[src/rtl/music_seq.sv]
// Song sequencer: steps an address through one of NUM_SONGS synchronous note
// ROMs and presents each note word to the note player.
// Latency: start -> first note_valid is ROM_LAT+2 cycles; next -> next note_valid is ROM_LAT+2 cycles.
// Backpressure: note_valid/note_data hold until next; no ROM fetch while a note waits.
// Ports: clk/rst_n; start/stop/loop_en/sel control; next from the note player;
//        rom_en/rom_addr/rom_data to the song ROMs; note_data/note_valid,
//        busy, song_done, cur_song status.
module music_seq #(
   parameter int                    NUM_SONGS  = 4,
   parameter int                    SEL_W      = 2,
   parameter int                    ADDR_WIDTH = 16,
   parameter int                    DATA_WIDTH = 12,
   parameter logic [DATA_WIDTH-1:0] END_CODE   = '0,
   parameter int                    ROM_LAT    = 1
) (
   input  logic                            clk,
   input  logic                            rst_n,
   input  logic                            start,
   input  logic                            stop,
   input  logic                            loop_en,
   input  logic [SEL_W-1:0]                sel,
   input  logic                            next,
   output logic [NUM_SONGS-1:0]            rom_en,
   output logic [ADDR_WIDTH-1:0]           rom_addr,
   input  logic [NUM_SONGS*DATA_WIDTH-1:0] rom_data,
   output logic [DATA_WIDTH-1:0]           note_data,
   output logic                            note_valid,
   output logic                            busy,
   output logic                            song_done,
   output logic [SEL_W-1:0]                cur_song
);

   typedef enum logic [1:0] {IDLE, FETCH, PRESENT} state_t;

   // Wait counter covers ROM_LAT up to 4.
   localparam int CNT_W = 3;

   state_t                  state, state_nxt;
   logic [ADDR_WIDTH-1:0]   addr, addr_nxt;
   logic [CNT_W-1:0]        wait_cnt, wait_nxt;
   logic [SEL_W-1:0]        song_nxt;
   logic [DATA_WIDTH-1:0]   note_nxt;
   logic                    valid_nxt;
   logic                    done_nxt;
   logic                    song_end;
   logic                    sel_ok;
   logic [DATA_WIDTH-1:0]   rom_word;

   assign sel_ok   = ({{(32-SEL_W){1'b0}}, sel} < 32'(NUM_SONGS));
   assign rom_addr = addr;
   assign busy     = (state != IDLE);

   // Slice mux over existing songs only; cur_song is never latched out of range.
   always_comb begin
      rom_word = '0;
      for (int i = 0; i < NUM_SONGS; i++) begin
         if (cur_song == SEL_W'(i)) rom_word = rom_data[i*DATA_WIDTH +: DATA_WIDTH];
      end
   end

   always_comb begin
      rom_en = '0;
      for (int i = 0; i < NUM_SONGS; i++) begin
         rom_en[i] = (state == FETCH) && (cur_song == SEL_W'(i));
      end
   end

   always_ff @(posedge clk or negedge rst_n) begin
      if (!rst_n) begin
         state      <= IDLE;
         addr       <= '0;
         wait_cnt   <= '0;
         cur_song   <= '0;
         note_data  <= '0;
         note_valid <= 1'b0;
         song_done  <= 1'b0;
      end else begin
         state      <= state_nxt;
         addr       <= addr_nxt;
         wait_cnt   <= wait_nxt;
         cur_song   <= song_nxt;
         note_data  <= note_nxt;
         note_valid <= valid_nxt;
         song_done  <= done_nxt;
      end
   end

   always_comb begin
      state_nxt = state;
      addr_nxt  = addr;
      wait_nxt  = wait_cnt;
      song_nxt  = cur_song;
      note_nxt  = note_data;
      valid_nxt = note_valid;
      done_nxt  = 1'b0;
      song_end  = 1'b0;

      if (stop) begin
         // Abort: no song_done, cur_song retained for status.
         state_nxt = IDLE;
         valid_nxt = 1'b0;
         wait_nxt  = '0;
      end else if (start && sel_ok) begin
         // Start from any state restarts the selected song at address 0.
         state_nxt = FETCH;
         song_nxt  = sel;
         addr_nxt  = '0;
         wait_nxt  = '0;
         valid_nxt = 1'b0;
      end else begin
         case (state)
            FETCH: begin
               // Final FETCH cycle: ROM output for addr is valid now.
               if (wait_cnt == CNT_W'(ROM_LAT)) begin
                  wait_nxt = '0;
                  if (rom_word != END_CODE) begin
                     note_nxt  = rom_word;
                     valid_nxt = 1'b1;
                     state_nxt = PRESENT;
                  end else begin
                     song_end = 1'b1;
                  end
               end else begin
                  wait_nxt = wait_cnt + CNT_W'(1);
               end
            end
            PRESENT: begin
               if (next) begin
                  valid_nxt = 1'b0;
                  if (addr != '1) begin
                     addr_nxt  = addr + ADDR_WIDTH'(1);
                     state_nxt = FETCH;
                  end else begin
                     // Address space exhausted: same as an end marker.
                     song_end = 1'b1;
                  end
               end
            end
            IDLE:    ;
            default: state_nxt = IDLE;
         endcase

         if (song_end) begin
            done_nxt  = 1'b1;
            addr_nxt  = '0;
            wait_nxt  = '0;
            state_nxt = loop_en ? FETCH : IDLE;
         end
      end
   end

endmodule

[config.mk]
export PLATFORM = sky130hd
export DESIGN_NAME = music_seq
export DESIGN_NICKNAME = d
export VERILOG_FILES = /design/src/rtl/music_seq.sv
export SDC_FILE = /design/constraint.sdc
export NUM_CORES = 1
export LEC_CHECK = 0
export BUFFER_PORTS_ARGS = -buffer_cell sky130_fd_sc_hd__buf_4
export CAP_MARGIN = 20
export CORE_MARGIN = 2
export CORE_UTILIZATION = 45
export CTS_CLUSTER_DIAMETER = 120
export DETAILED_ROUTE_END_ITERATION = 6
export PLACE_DENSITY = 0.74
export SYNTH_ARGS = -nofsm -noshare
export SYNTH_HDL_FRONTEND = slang
export SYNTH_SLANG_ARGS = --single-unit
[constraint.sdc]
create_clock -name clk -period 3.2 [get_ports clk]
set_clock_uncertainty 0.15 [all_clocks]
set_input_delay 0.48 -clock clk [delete_from_list [all_inputs] [get_ports clk]]
set_output_delay 0.48 -clock clk [all_outputs]
set_load 0.005 [all_outputs]
* Yosys cells after proc, flatten, opt, wreduce, memory -nomap -nowiden
Index checks and enable logic that the tools add are counted.
** Word-level totals
- RAM bits :: 0
- Output and inout bits :: 37
- Input bits :: 56
- Word-level logic and storage cells :: 83
- ROM bits :: 0
- Memories :: 0
- Latch bits :: 0
- Register bits :: 37
** Cells by class
- Reduce and logical (&&, ||, !) cells :: 18
- Equality and inequality tests :: 15
- Muxes and demuxes :: 39
- Add/sub/neg operators :: 2
- Multipliers :: 0
- Order comparisons :: 0
- Div/mod/pow operators :: 0
- Shift-type cells :: 0
- Bitwise logic cells :: 2
** Operator list (count)
- two-way mux 16 bit :: 5
- two-way mux 12 bit :: 4
- adder 16 x 1 -> 16 bit (second input constant) :: 1
- inequality test 16 bit (second input constant) :: 1
- two-way mux 1 bit :: 15
- two-way mux 3 bit :: 5
- two-way mux 2 bit :: 7
- nonzero test 12 bit :: 1
- inequality test 5 x 3 -> 1 bit (second input constant) :: 2
- inequality test 5 bit (second input constant) :: 2
- AND reduction 5 bit :: 2
- nonzero test 3 bit :: 3
- inequality test 4 x 3 -> 1 bit (second input constant) :: 2
- inequality test 4 bit (second input constant) :: 2
- AND reduction 4 bit :: 2
- nonzero test 4 bit :: 2
- equality test 2 bit (second input constant) :: 3
- case mux 2 bit (3 select lines) :: 1
- equality test 2 x 1 -> 1 bit (second input constant) :: 2
- logical AND 1 bit :: 4
- zero test 2 bit :: 2
- case mux 1 bit (2 select lines) :: 2
- adder 3 x 1 -> 3 bit (second input constant) :: 1
- equality test 3 x 1 -> 1 bit (second input constant) :: 1
- other kinds (3) :: 4

* Logic depth before layout (Yosys ltp)
- Depth after elaboration :: 14
- Depth in mapped cells :: 9
- Depth with buffers taken out :: 7

* Worst setup path before layout
Ideal clock, no wire load.
- Path kind :: register -> register
- From :: reg cur_song[1]
- To :: reg state[1]
- Buffers on the path :: 3
- Path slack :: 0.186 ns
- Required time :: 2.939 ns
- Library setup time :: 0.111 ns
- Period minus slack after synthesis :: 3.014 ns
- Arrival :: 2.752 ns
- Cell stages (with the launch flop) :: 10
- Cell sequence :: dfrtp_1 -> clkbuf_1 -> buf_1 -> mux4_2 -> or4_4 -> nor4_4 -> buf_6 -> o31a_4 -> a21oi_2 -> a2111oi_2
** On the way
- Cells in the longest elaborated chain, start to end :: 14
- Elaborated cells on any way between the ends :: 23
- Classes of those cells :: eq/ne: 8; mux: 12; reduce/logical: 3
** RTL lines
- from (decl) :: line 30 : output logic [SEL_W-1:0] cur_song
- from (signal assigned) :: line 81 : cur_song <= song_nxt;
- zero test 2 bit :: line 57 : if (cur_song == SEL_W'(i)) rom_word = rom_data[i*DATA_WIDTH +: DATA_WIDTH];
- two-way mux 12 bit (3 in series) :: line 57
- two-way mux 12 bit * :: line 57
- nonzero test 12 bit * :: line 116 : if (rom_word != END_CODE) begin
- parallel branches: the longest is 8 deep, another holds inequality test 5 bit
- to (signal assigned) :: line 78 : state <= state_nxt;
- to (decl) :: line 38 : state_t state, state_nxt;
Mark *: on every way between the ends. The select of a mux whose other input is x is not followed.
A chain may end at the register's enable or synchronous reset.

* Final worst setup path
- From :: reg cur_song[0]
- To :: reg state[1]
The elaborated chain is that of the path after synthesis.

==> flow_metrics.py <==
metrics = {
    "clock_network": {
        "cts_tree": "built",
        "clock-sinks": 37,
        "htree_num_levels": 2,
        "cts_buffer_depth": 2,
        "clockRootBuffer": "clkbuf_8",
        "clock_latency_ns": 0.30,
        "numCtsBuffers": 5,
        "clk_pin_slew_ns": 0.07,
    },
    "floorplan": {
        "fp.dieH_um": 77.71,
        "start_util_pct": 47.27,
        "dieArea_sq_um": 6039,
        "core.rowCount": 26,
        "ioPinCount": 93,
        "core_area_sq_um": 5172,
        "die_w_um": 77.71,
    },
    "synth": {
        "ys.flop_type": "dfrtp_1",
        "synth_area_sq_um": 2445,
        "synth_seq_cells": 37,
        "syn_nets": 296,
        "yosysTopAreaCell": "dfrtp_1",
        "async_flop_share_pct": 100.0,
        "synth_edf_count": 0,
        "syn_inst": 235,
        "ys_seq_area_share_pct": 37.87,
        "synth_top_area_share_pct": 37.87,
        "avgSynthCellArea_sq_um": 10.40,
        "ys_warn_count": 0,
        "synth.area.top_cells": "dfrtp_1 (38%), mux4_2 (10%), mux2_2 (6.4%), nand2_1 (3.8%), mux2i_1 (2.9%)",
        "synth.distinct_cells": 50,
    },
    "final_layout": {
        "syn_to_final_growth_pct": 35.98,
        "fill_cells": 431,
        "num_antenna_cells": 0,
        "register_area_sq_um": 927.1,
        "drive_above_1_share_pct": 44.41,
        "nets": 391,
        "multi_input_area_sq_um": 1410,
    },
    "run": {
        "cap_violations": 0,
    },
    "timing": {
        "hold_slack_ns": 0.2443,
        "max_slew_margin_pct": 34.42,
        "period_share_pct": 93.16,
        "tns_ns": 0,
        "setup_viol_count_final": 0,
        "tightest_slew_ns": 0.9801,
        "period_needed_ns": 2.981,
        "rsz0062_at_grt": "false",
        "finalHoldViolCount": 0,
        "slew_viol_final": 0,
        "max_freq_mhz": 335.4,
    },
    "run_status": {
        "outcome": "completed",
    },
    "power_and_ir_drop": {
        "p_leak_nw": 1.522,
        "ir_worst_vdd_v": 0.0002080,
        "power_density_nw_per_um2": 375.4,
    },
    "hold_path": {
        "holdPathStages": 2,
        "hold_path_class": "input pin to flip-flop",
    },
    "worst_setup_path": {
        "cp_max_fo": 18,
        "worstReg2RegEnd": "state[1]",
        "worstSetupEndpointType": "flip-flop",
        "startpoint": "cur_song[0]",
        "r2r_slack_ns": 0.22,
        "path_class": "flip-flop to flip-flop",
        "worstReg2RegStart": "cur_song[0]",
        "crit_end": "state[1]",
        "worstRegToRegCells": 8,
        "cp-start-kind": "flip-flop",
        "critPathRequiredTime_ns": 3.24,
        "cp.arrival_ns": 3.02,
    },
    "global_routing": {
        "grt_max_degree": 38,
        "grt_usage_pct": 22.57,
        "grt_pass1_wl_um": 10760,
        "grt_pass1_vias": 2222,
        "grt_overflow": 0,
        "antenna_found_initial": 0,
    },
    "drt": {
        "drt-wirelength-per-cell_um": 15.76,
        "vias": 2222,
        "drc": 0,
        "routed_wirelength_um": 6321,
        "vias_per_cell": 5.541,
        "antenna_left": 0,
        "drt-initial-drc-count": 105,
        "first_pass_iters": 4,
    },
    "placement": {
        "place_congestion": 0.8956,
        "io_buffers": 92,
        "hpwl_um": 4881,
    },
}
metal layers:
layer	vias to the layer above	share of wire (%)	GRT usage, %
li1	1072	-	-
met1	1056	42	28.56
met2	85	50	37.93
met3	9	7.3	6.279
met4	0	1.4	6.071
met5	-	0	0
logic make-up after synthesis:
| kind of cell | Yosys count | synth area share [%] |
|---|---|---|
| flops | 37 | 37.87 |
| mux | 33 | 20.52 |
| fa+ha+maj | 5 | 2.559 |
| compound gates | 35 | 9.724 |
| xor+xnor | 2 | 0.7166 |
| buf+inv | 22 | 4.452 |
| simple gates | 101 | 24.16 |
Yosys cell counts, types with 4 or more instances:
cell / number
nand3_1: 7
dfrtp_1: 37
clkbuf_1: 6
nor2_1: 16
mux2_2: 14
ha_1: 5
a21oi_1: 6
nand2b_1: 6
nor3_1: 6
nand2_1: 25
mux4_2: 11
nand4_1: 9
o21ai_0: 13
or4_1: 4
inv_1: 10
nor4_1: 5
mux2i_1: 7
registers in the layout (all words and copies together) (netlist names):
signal / flops
note_data: 12
rom_addr: 16
song_done: 1
cur_song: 2
note_valid: 1
wait_cnt: 3
state: 2
placed cells by master, fill, tap and decap left out, types with 2 or more instances in the layout:
master / synthesis / layout
buf_4: 0 / 98
dfrtp_1: 37 / 36
nand2_1: 25 / 25
nor2_1: 16 / 16
mux2_2: 14 / 14
o21ai_0: 13 / 13
mux4_2: 11 / 11
inv_1: 10 / 10
nand4_1: 9 / 9
nand3_1: 7 / 7
mux2i_1: 7 / 7
nor3_1: 6 / 6
a21oi_1: 6 / 6
nand2b_1: 6 / 6
clkbuf_8: 0 / 6
nor4_1: 5 / 5
ha_1: 5 / 5
or4_1: 4 / 4
or4_4: 3 / 3
o31ai_1: 3 / 3
nor4_2: 3 / 3
nor3b_1: 2 / 2
nor2b_1: 2 / 2
or2_2: 2 / 2
and2_1: 2 / 2
a211oi_1: 2 / 2
o211ai_1: 2 / 2
repair_timing:
item	in CTS	in global routing
endpoints found under the setup margin	0	15
buffers inserted	0	1
endpoints found under the hold margin	8	0
hold buffers	1	0
resized for setup	0	1
stage by stage:
stage                     total power [W]  instance area, sq um  worst slack, ns  instances  utilization (%)
after floorplan                 0.0007344                  2445           0.1862        235                -
after global placement          0.0008989                  3209           0.1182        391            62.05
after detailed placement        0.0009030                  3209          0.06472        391            62.05
after CTS                        0.001260                  3316          0.05496        400            64.10
after global routing             0.001316                  3324          0.03694        401            64.27
final                            0.001248                  3324           0.2189        401            64.27
cell type report:
cell class	instances	share of cell area, %
clock buffer	6	2.484
clock inverter	2	0.4140
inverter	10	1.129
multi-input combinational	176	42.42
sequential	37	27.89
tap	70	2.635
timing repair buffer	100	23.03
worst min-delay path by stage:
stage	from	end	slack (ns)
4_1_cts	start	state[1]	0.24
3_5_place_dp	rst_n	rom_addr[13]	0.33
6_report	start	state[1]	0.24
5_1_grt	start	song_done	0.26
3_3_place_gp	rst_n	rom_addr[13]	0.33
2_1_floorplan	rst_n	cur_song[0]	0.03
power by group:
part / internal [W] / leakage (nW) / switching (W) / total (W)
sequential: 0.000508 / 0.502 / 0.0000391 / 0.000547
clock: 0.000175 / 0.0512 / 0.000183 / 0.000358
combinational: 0.000207 / 0.969 / 0.000136 / 0.000343
worst max-delay path, stage by stage (launching register included):
cell,delay (ns)
dfrtp_1,0.37
buf_12,0.17
mux4_1,0.60
or4_4,0.58
nor4_4,0.27
buf_4,0.18
o31a_4,0.15
a21oi_2,0.06
a2111oi_2,0.32
Power figures use the tool's default switching activity.
